**src/rtl/fp_mul_pipe.sv**
```systemverilog
// Pipelined floating-point multiplier: DAZ/FTZ, five rounding modes, overflow/underflow flags.
// Define FP_MUL_NAN_EN to decode NaNs, return a canonical qNaN and drive the nv flag.
module fp_mul_pipe #(
    parameter int unsigned EXP_W  = 8,
    parameter int unsigned FRC_W  = 23,
    parameter int unsigned STAGES = 3
) (
    input  logic                   clk,
    input  logic                   rst_n,
    input  logic                   in_valid,
    output logic                   in_ready,
    input  logic [EXP_W+FRC_W:0]   fp_X,
    input  logic [EXP_W+FRC_W:0]   fp_Y,
    input  logic [2:0]             r_mode,
    output logic                   out_valid,
    input  logic                   out_ready,
    output logic [EXP_W+FRC_W:0]   fp_Z,
    output logic                   ovrf,
    output logic                   udrf,
    output logic                   nv
);
    localparam int unsigned W  = 1 + EXP_W + FRC_W;
    localparam int unsigned PW = 2 * FRC_W + 2;
    localparam int unsigned EW = EXP_W + 2;

    localparam logic [2:0] RM_RTZ = 3'b001;
    localparam logic [2:0] RM_RDN = 3'b010;
    localparam logic [2:0] RM_RUP = 3'b011;
    localparam logic [2:0] RM_RMM = 3'b100;

    localparam logic [EW-1:0]        BIAS    = {3'b000, {(EXP_W-1){1'b1}}};
    localparam logic signed [EW-1:0] EXP_MAX = {2'b00, {EXP_W{1'b1}}};
    localparam logic signed [EW-1:0] EXP_ONE = {{(EW-1){1'b0}}, 1'b1};
    localparam logic [W-2:0] INF_MAG = {{EXP_W{1'b1}}, {FRC_W{1'b0}}};
    localparam logic [W-2:0] MAX_MAG = {{(EXP_W-1){1'b1}}, 1'b0, {FRC_W{1'b1}}};
    localparam logic [W-1:0] QNAN    = {1'b0, {EXP_W{1'b1}}, 1'b1, {(FRC_W-1){1'b0}}};

    typedef struct packed {
        logic          valid;
        logic          sign;
        logic [2:0]    rm;
        logic          is_nan;
        logic          is_inf;
        logic          is_zero;
        logic          nv;
        logic [EW-1:0] exp;
    } meta_t;

    typedef struct packed { meta_t m; logic [PW-1:0] prod; } prd_t;
    typedef struct packed { meta_t m; logic [FRC_W-1:0] frac; logic g; logic s; } nrm_t;
    typedef struct packed { meta_t m; logic [FRC_W-1:0] frac; } rnd_t;

    prd_t prd_d, prd;
    nrm_t nrm_d, nrm;
    rnd_t rnd_d, rnd;

    logic             advance;
    logic [EXP_W-1:0] ex, ey;
    logic [FRC_W-1:0] fx, fy;
    logic             zx, zy, ix, iy;
    logic             inc;
    logic [FRC_W:0]   rsum;
    logic             ovf, udf;
    logic [W-1:0]     res_z;
    logic             res_o, res_u;

    logic             out_valid_d, out_valid_q;
    logic [W-1:0]     fp_z_d, fp_z_q;
    logic             ovrf_d, ovrf_q, udrf_d, udrf_q, nv_d, nv_q;

    assign advance   = !out_valid_q || out_ready;
    assign in_ready  = advance;
    assign out_valid = out_valid_q;
    assign fp_Z      = fp_z_q;
    assign ovrf      = ovrf_q;
    assign udrf      = udrf_q;
    assign nv        = nv_q;

    // Decode operands and form the full significand product.
    always_comb begin
        ex = fp_X[W-2 -: EXP_W];
        ey = fp_Y[W-2 -: EXP_W];
        fx = fp_X[FRC_W-1:0];
        fy = fp_Y[FRC_W-1:0];
        zx = (ex == '0);
        zy = (ey == '0);
        ix = (ex == '1);
        iy = (ey == '1);
        prd_d           = '0;
        prd_d.m.valid   = in_valid;
        prd_d.m.sign    = fp_X[W-1] ^ fp_Y[W-1];
        prd_d.m.rm      = r_mode;
        prd_d.m.is_zero = (zx || zy) && !(ix || iy);
`ifdef FP_MUL_NAN_EN
        prd_d.m.is_nan  = (ix && (fx != '0)) || (iy && (fy != '0)) || (ix && zy) || (iy && zx);
        prd_d.m.nv      = (ix && (fx != '0) && !fx[FRC_W-1]) || (iy && (fy != '0) && !fy[FRC_W-1])
                          || (ix && zy) || (iy && zx);
        prd_d.m.is_inf  = (ix || iy) && !prd_d.m.is_nan;
`else
        prd_d.m.is_nan  = 1'b0;
        prd_d.m.nv      = 1'b0;
        prd_d.m.is_inf  = ix || iy;
`endif
        prd_d.m.exp     = {2'b00, ex} + {2'b00, ey} - BIAS;
        prd_d.prod      = {{(FRC_W+1){1'b0}}, 1'b1, fx} * {{(FRC_W+1){1'b0}}, 1'b1, fy};
    end

    // Normalise: the leading one sits at bit PW-1 or PW-2.
    always_comb begin
        nrm_d   = '0;
        nrm_d.m = prd.m;
        if (prd.prod[PW-1]) begin
            nrm_d.frac  = prd.prod[PW-2 -: FRC_W];
            nrm_d.g     = prd.prod[FRC_W];
            nrm_d.s     = |prd.prod[FRC_W-1:0];
            nrm_d.m.exp = prd.m.exp + {{(EW-1){1'b0}}, 1'b1};
        end else begin
            nrm_d.frac  = prd.prod[PW-3 -: FRC_W];
            nrm_d.g     = prd.prod[FRC_W-1];
            nrm_d.s     = |prd.prod[FRC_W-2:0];
        end
    end

    always_comb begin
        case (nrm.m.rm)
            RM_RTZ:  inc = 1'b0;
            RM_RDN:  inc = nrm.m.sign && (nrm.g || nrm.s);
            RM_RUP:  inc = !nrm.m.sign && (nrm.g || nrm.s);
            RM_RMM:  inc = nrm.g;
            default: inc = nrm.g && (nrm.s || nrm.frac[0]);
        endcase
        rsum        = {1'b0, nrm.frac} + {{FRC_W{1'b0}}, inc};
        // A carry out leaves the fraction all-zero, so only the exponent needs bumping.
        rnd_d.m     = nrm.m;
        rnd_d.frac  = rsum[FRC_W-1:0];
        rnd_d.m.exp = nrm.m.exp + {{(EW-1){1'b0}}, rsum[FRC_W]};
    end

    always_comb begin
        ovf   = $signed(rnd.m.exp) >= EXP_MAX;
        udf   = $signed(rnd.m.exp) < EXP_ONE;
        res_z = {rnd.m.sign, rnd.m.exp[EXP_W-1:0], rnd.frac};
        res_o = 1'b0;
        res_u = 1'b0;
        if (rnd.m.is_nan) begin
            res_z = QNAN;
        end else if (rnd.m.is_inf) begin
            res_z = {rnd.m.sign, INF_MAG};
        end else if (rnd.m.is_zero) begin
            res_z = {rnd.m.sign, {(W-1){1'b0}}};
        end else if (ovf) begin
            res_o = 1'b1;
            case (rnd.m.rm)
                RM_RTZ:  res_z = {rnd.m.sign, MAX_MAG};
                RM_RDN:  res_z = {rnd.m.sign, rnd.m.sign ? INF_MAG : MAX_MAG};
                RM_RUP:  res_z = {rnd.m.sign, rnd.m.sign ? MAX_MAG : INF_MAG};
                default: res_z = {rnd.m.sign, INF_MAG};
            endcase
        end else if (udf) begin
            res_u = 1'b1;
            res_z = {rnd.m.sign, {(W-1){1'b0}}};
        end
        out_valid_d = advance ? rnd.m.valid : out_valid_q;
        fp_z_d      = fp_z_q;
        ovrf_d      = ovrf_q;
        udrf_d      = udrf_q;
        nv_d        = nv_q;
        if (advance && rnd.m.valid) begin
            fp_z_d = res_z;
            ovrf_d = res_o;
            udrf_d = res_u;
            nv_d   = rnd.m.nv;
        end
    end

    if (STAGES >= 2) begin : g_prd_reg
        prd_t prd_q;
        always_ff @(posedge clk or negedge rst_n) begin
            if (!rst_n)       prd_q <= '0;
            else if (advance) prd_q <= prd_d;
        end
        assign prd = prd_q;
    end else begin : g_prd_comb
        assign prd = prd_d;
    end

    if (STAGES >= 3) begin : g_nrm_reg
        nrm_t nrm_q;
        always_ff @(posedge clk or negedge rst_n) begin
            if (!rst_n)       nrm_q <= '0;
            else if (advance) nrm_q <= nrm_d;
        end
        assign nrm = nrm_q;
    end else begin : g_nrm_comb
        assign nrm = nrm_d;
    end

    if (STAGES >= 4) begin : g_rnd_reg
        rnd_t rnd_q;
        always_ff @(posedge clk or negedge rst_n) begin
            if (!rst_n)       rnd_q <= '0;
            else if (advance) rnd_q <= rnd_d;
        end
        assign rnd = rnd_q;
    end else begin : g_rnd_comb
        assign rnd = rnd_d;
    end

    always_ff @(posedge clk or negedge rst_n) begin
        if (!rst_n) begin
            out_valid_q <= 1'b0;
            fp_z_q      <= '0;
            ovrf_q      <= 1'b0;
            udrf_q      <= 1'b0;
            nv_q        <= 1'b0;
        end else begin
            out_valid_q <= out_valid_d;
            fp_z_q      <= fp_z_d;
            ovrf_q      <= ovrf_d;
            udrf_q      <= udrf_d;
            nv_q        <= nv_d;
        end
    end

endmodule

```
**config.mk**
```make
export PLATFORM = sky130hd
export DESIGN_NAME = fp_mul_pipe
export DESIGN_NICKNAME = d
export VERILOG_FILES = /design/src/rtl/fp_mul_pipe.sv
export SDC_FILE = /design/constraint.sdc
export NUM_CORES = 2
export LEC_CHECK = 0
export BUFFER_PORTS_ARGS = -buffer_cell sky130_fd_sc_hd__buf_2
export CORE_MARGIN = 2
export CORE_UTILIZATION = 35
export DETAILED_ROUTE_END_ITERATION = 8
export HOLD_SLACK_MARGIN = 0.06
export PLACE_DENSITY = 0.51
export SYNTH_ARGS = -nofsm -noshare
export SYNTH_HDL_FRONTEND = slang
export SYNTH_SLANG_ARGS = --single-unit
```
**constraint.sdc**
```tcl
create_clock -name clk -period 4.8 [get_ports clk]
set_input_delay 0.24 -clock clk [delete_from_list [all_inputs] [get_ports clk]]
set_output_delay 0.24 -clock clk [all_outputs]
set_load 0.005 [all_outputs]
```
Word-level counts from Yosys, hierarchy flattened:

Cells that the tools add are included.

* reduce and logical (&&, ||, !) cells: 17
* muxes and demuxes: 17
* magnitude comparators: 2
* multipliers: 1
* equality and inequality tests: 6
* add/subtract/negate cells: 5
* bitwise logic cells: 1

Operators with widths (number)
* $mux 31: 4
* $pmux 24 s3: 1
* $mul 24x24->48: 1
* $mux 24: 2
* $mux 25: 1
* $add 23x1->24: 1
* $reduce_or 23->1: 1
* $reduce_or 22->1: 1
* $eq 8x8->1 const B: 2
* $logic_not 8->1: 2
* $add 10x1->10: 1
* $add 10x1->10 const B: 1
* $ge 10x9->1 const B: 1
* $lt 10x2->1 const B: 1
* $mux 10: 1
* $sub 9x7->10 const B: 1
* $add 8x8->9: 1
* $mux 1: 7
* $eq 3x2->1 const B: 2
* $logic_and 1x1->1: 5
* $logic_or 1x1->1: 5
* $pmux 1 s4: 1
* $eq 3x1->1 const B: 1
* $eq 3x3->1 const B: 1
* 2 further kinds: 4

* output and inout bits: 37
* input bits: 71
* word-level logic and storage cells: 69
* register bits: 142

Depth between registers and ports, before layout:

* depth after elaboration: 10
* gate-level depth with buffers: 26
* gate-level depth less buffers: 24

Worst setup path after synthesis:

OpenSTA, ideal clock, no wires.

* path kind: input port to flip-flop
* start point: in fp_Y[3]
* end point: reg g_prd_reg.prd_q[32] in the netlist's numbering
* path buffers: 1
* data required time: 4677 ps
* library setup time: 123 ps
* data arrival time: 6374 ps
* slack: -1697 ps
* cell stages on the path: 25
* cells stage by stage: clkbuf_1 > nand2_1 > fa_1 > inv_1 > fa_1 > inv_1 > fa_1 > inv_1 > fa_1 > inv_1 > fa_1 > inv_1 > fa_1 > inv_1 > fa_1 > inv_1 > ha_1 > nand3_1 > nor2_1 > a22o_1 > or4_4 > a31o_4 > a311oi_2 > mux2i_1 > nand2_1

* cells in the longest elaborated chain, start to end: 1

RTL lines
* from (decl): RTL line 13 `input logic [EXP_W+FRC_W:0] fp_Y,`
* $mul 24x24->48: RTL line 105 `prd_d.prod = {{(FRC_W+1){1'b0}}, 1'b1, fx} * {{(FRC_W+1){1'b0}}, 1'b1, fy};`
* to (signal assigned): RTL line 180 `else if (advance) prd_q <= prd_d;`
* to (decl): RTL line 177 `prd_t prd_q;`

No other way between the ends.
A chain may end at the register's enable or synchronous reset.

Worst setup path in the final report:

Ends and elaborated chain as after synthesis.

==> impl_metrics.env <==
export IMPL_hold_viol=0
export IMPL_drive_above_1_share_pct=22.25
export IMPL_yosysWarnings=0
export IMPL_numCtsBuffers=17
export IMPL_clockBufferDepth=2
export IMPL_period_share_pct=125.2
export IMPL_die_width_um=275.9
export IMPL_fin_ws_ns=-1.208
export IMPL_async_reset_ff_share_pct=100.0
export IMPL_synth_compound_area_share_pct=8.049
export IMPL_grt_ovfl_total=0
export IMPL_pre_cts_ws_ns=-1.962
export IMPL_critical_path_class="primary input to register"
export IMPL_diodes=0
export IMPL_track_usage_pct=19.80
export IMPL_synth_xor_xnor_area_share_pct=2.702
export IMPL_grt_antenna_before_repair=1
export IMPL_synth_cell_types=72
export IMPL_grt_pass1_wl_um=118500
export IMPL_worst_slew_pin_slew_ns=0.9999
export IMPL_crit_required_ns=5.10
export IMPL_worst_r2r_path_depth=18
export IMPL_clock_skew_ns=0.01019
export IMPL_setup_violations=37
export IMPL_nets=3966
export IMPL_area_growth_pct=24.13
export IMPL_maxCapViolations=0
export IMPL_grt_max_degree=97
export IMPL_cts_sink_count=142
export IMPL_yosysSeqAreaShare_pct=13.73
export IMPL_synth_mux_area_share_pct=1.131
export IMPL_final_util_pct=43.96
export IMPL_hold_slack_ns=0.08412
export IMPL_synth_area_um2=25880
export IMPL_synthFlopType="dfrtp_1"
export IMPL_start_kind="primary input"
export IMPL_synth_ff_latch_count=142
export IMPL_synth_fa_ha_area_share_pct=46.69
export IMPL_critPathCaptureType="register"
export IMPL_fin_crit_ns=6.008
export IMPL_synth_simple_area_share_pct=16.75
export IMPL_synth_edf_count=0
export IMPL_place_gp_congestion=0.8899
export IMPL_cts_tree="built"
export IMPL_synth_area_per_cell_um2=8.913
export IMPL_grt_pass1_vias=22130
export IMPL_wl_per_cell_um=17.56
export IMPL_drtPass1Iterations=7
export IMPL_synth_top_family_by_area="adder cells"
export IMPL_rsz0062_at_grt="true"
export IMPL_clk_pin_slew_ns=0.06
export IMPL_holdPathStages=3
export IMPL_setup_tns_final_ns=-32.73
export IMPL_die_area_um2=76150
export IMPL_relSlewSlack_pct=33.20
export IMPL_insertion_delay_ns=0.42
export IMPL_cts_root_buf="clkbuf_16"
export IMPL_htree_levels=4
export IMPL_ioPinCount=108
export IMPL_hold_path_class="primary input to register"
export IMPL_status="complete, but fails checks"
export IMPL_io_buffers=106
export IMPL_drtIter0Drc=1036
export IMPL_postRouteAntennaNets=0
export IMPL_drc_errors=13
export IMPL_violations="DRC, setup timing"
export IMPL_core_um2=73080
export IMPL_maxSlewViolCount=0
export IMPL_critPathMaxFanout=7
export IMPL_max_freq_ghz=0.1664
export IMPL_synth_cells=2904
export IMPL_vias=20160
export IMPL_drt_wl_total_um=73610
export IMPL_syn_nets=3651
export IMPL_die_h_um=275.9
export IMPL_vias_per_cell=4.809
export IMPL_fp_row_count=99
export IMPL_start_util_pct=35.42
export IMPL_dp_hpwl_um=61930
export IMPL_cp_data_arrival_time_ns=6.31
through the flow:
stage,cells,cell area (um^2)
4_1_cts,4175,31560
3_3_place_gp,4117,29860
5_1_grt,4191,32130
2_1_floorplan,2904,26720
3_5_place_dp,4117,29860
6_report,4191,32130
timing repair:
item                                    4_1_cts  5_1_grt
cloned                                        2        2
hold endpoints to repair                     96        0
hold buffers                                  2        0
endpoints found under the setup margin       39       65
setup buffers                                23       16
gates resized for setup                     220      116
pin swaps                                    83       48
critical path, cell delays in order:
cell and delay, ns:
buf_12 0.10, buf_12 0.15, nand2_4 0.06, fa_1 0.54, inv_2 0.04, fa_1 0.53
inv_1 0.05, fa_1 0.50, inv_2 0.04, fa_1 0.47, inv_1 0.05, fa_1 0.47
inv_1 0.05, fa_1 0.47, inv_1 0.06, fa_1 0.51, inv_2 0.05, ha_4 0.24
buf_6 0.13, nand3_4 0.07, nor2_4 0.04, a22o_1 0.23, or4_4 0.43, a31o_4 0.26
a311oi_2 0.24, mux2i_1 0.21, nand2_1 0.06
synth_stat cells, types with 23 or more instances:
cell | n | area, um^2
o21ai_0 | 100 | 500.5
dfrtp_1 | 142 | 3553
nand2_1 | 412 | 1546
fa_1 | 483 | 9669
ha_1 | 193 | 2415
inv_1 | 598 | 2245
nand3_1 | 26 | 130.1
and2_1 | 256 | 1602
nor2_1 | 108 | 405.4
a22o_1 | 27 | 236.5
a21oi_1 | 86 | 430.4
clkbuf_1 | 127 | 476.7
a21o_1 | 30 | 225.2
xor2_1 | 38 | 332.8
nand4_1 | 23 | 143.9
mux2i_1 | 27 | 270.3
xnor2_1 | 40 | 350.3
cells by family (layout without fill, tap and decap cells):
kind of cell | Yosys count | in the layout
buf+inv | 749 | 1077
flops | 142 | 142
other cells | 1 | 1
simple gates | 902 | 902
mux | 29 | 29
compound gates | 326 | 326
xor+xnor | 79 | 79
fa+ha+maj | 676 | 676
path summary, 6_finish.rpt:
check | startpoint | to | slack, ns
max | fp_Y[3] | g_prd_reg.prd_q[32] | -1.21
min | r_mode[1] | g_prd_reg.prd_q[63] | 0.08
max reg2reg | g_nrm_reg.nrm_q[39] | fp_Z[3] | 0.48
min reg2reg | g_prd_reg.prd_q[66] | g_prd_reg.prd_q[66] | 0.46
max in group asynchronous | rst_n | fp_Z[12] | 3.08
min in group asynchronous | rst_n | fp_Z[17] | 0.48
layout by cell type (no fill, tap or decap), types with 11 or more instances in the layout:
cell,count
buf_8,15
nor3_1,13
xnor2_1,32
ha_1,168
nand2_2,11
and2_4,34
nand2_1,396
fa_1,456
nand4_1,23
mux2i_1,27
inv_1,562
buf_2,68
nand3_1,23
dfrtp_1,142
buf_4,279
fa_2,27
a21oi_2,16
buf_12,17
o21ai_0,84
nor2_1,100
buf_6,58
inv_2,31
and2_1,222
a21oi_1,64
xor2_1,32
clkbuf_16,19
ha_4,22
a22o_1,27
a21o_1,30
final cells by class:
cell class	count	area, um^2
fill	7159	40950
multi-input combinational	2013	20690
timing repair buffer	443	3779
sequential	142	3553
inverter	602	2297
tap	959	1200
clock buffer	18	429.2
clock inverter	14	182.7
flip-flops by register name (all words and copies together) (netlist names):
| register | flops |
|---|---|
| ovrf | 1 |
| fp_Z | 32 |
| out_valid | 1 |
| g_nrm_reg.nrm_q | 42 |
| g_prd_reg.prd_q | 65 |
| udrf | 1 |
metal layers:
metal	track usage, %	share of wire, %	routed length (um)
met5	0	0	0
met4	4.612	2.6	1880
met3	1.587	3.5	2594
met2	34.47	48	35660
met1	26.81	45	33470
Power is left out: the tool's default activity adds up to more than one toggle a clock period on the data nets, which glitch-free logic cannot reach.
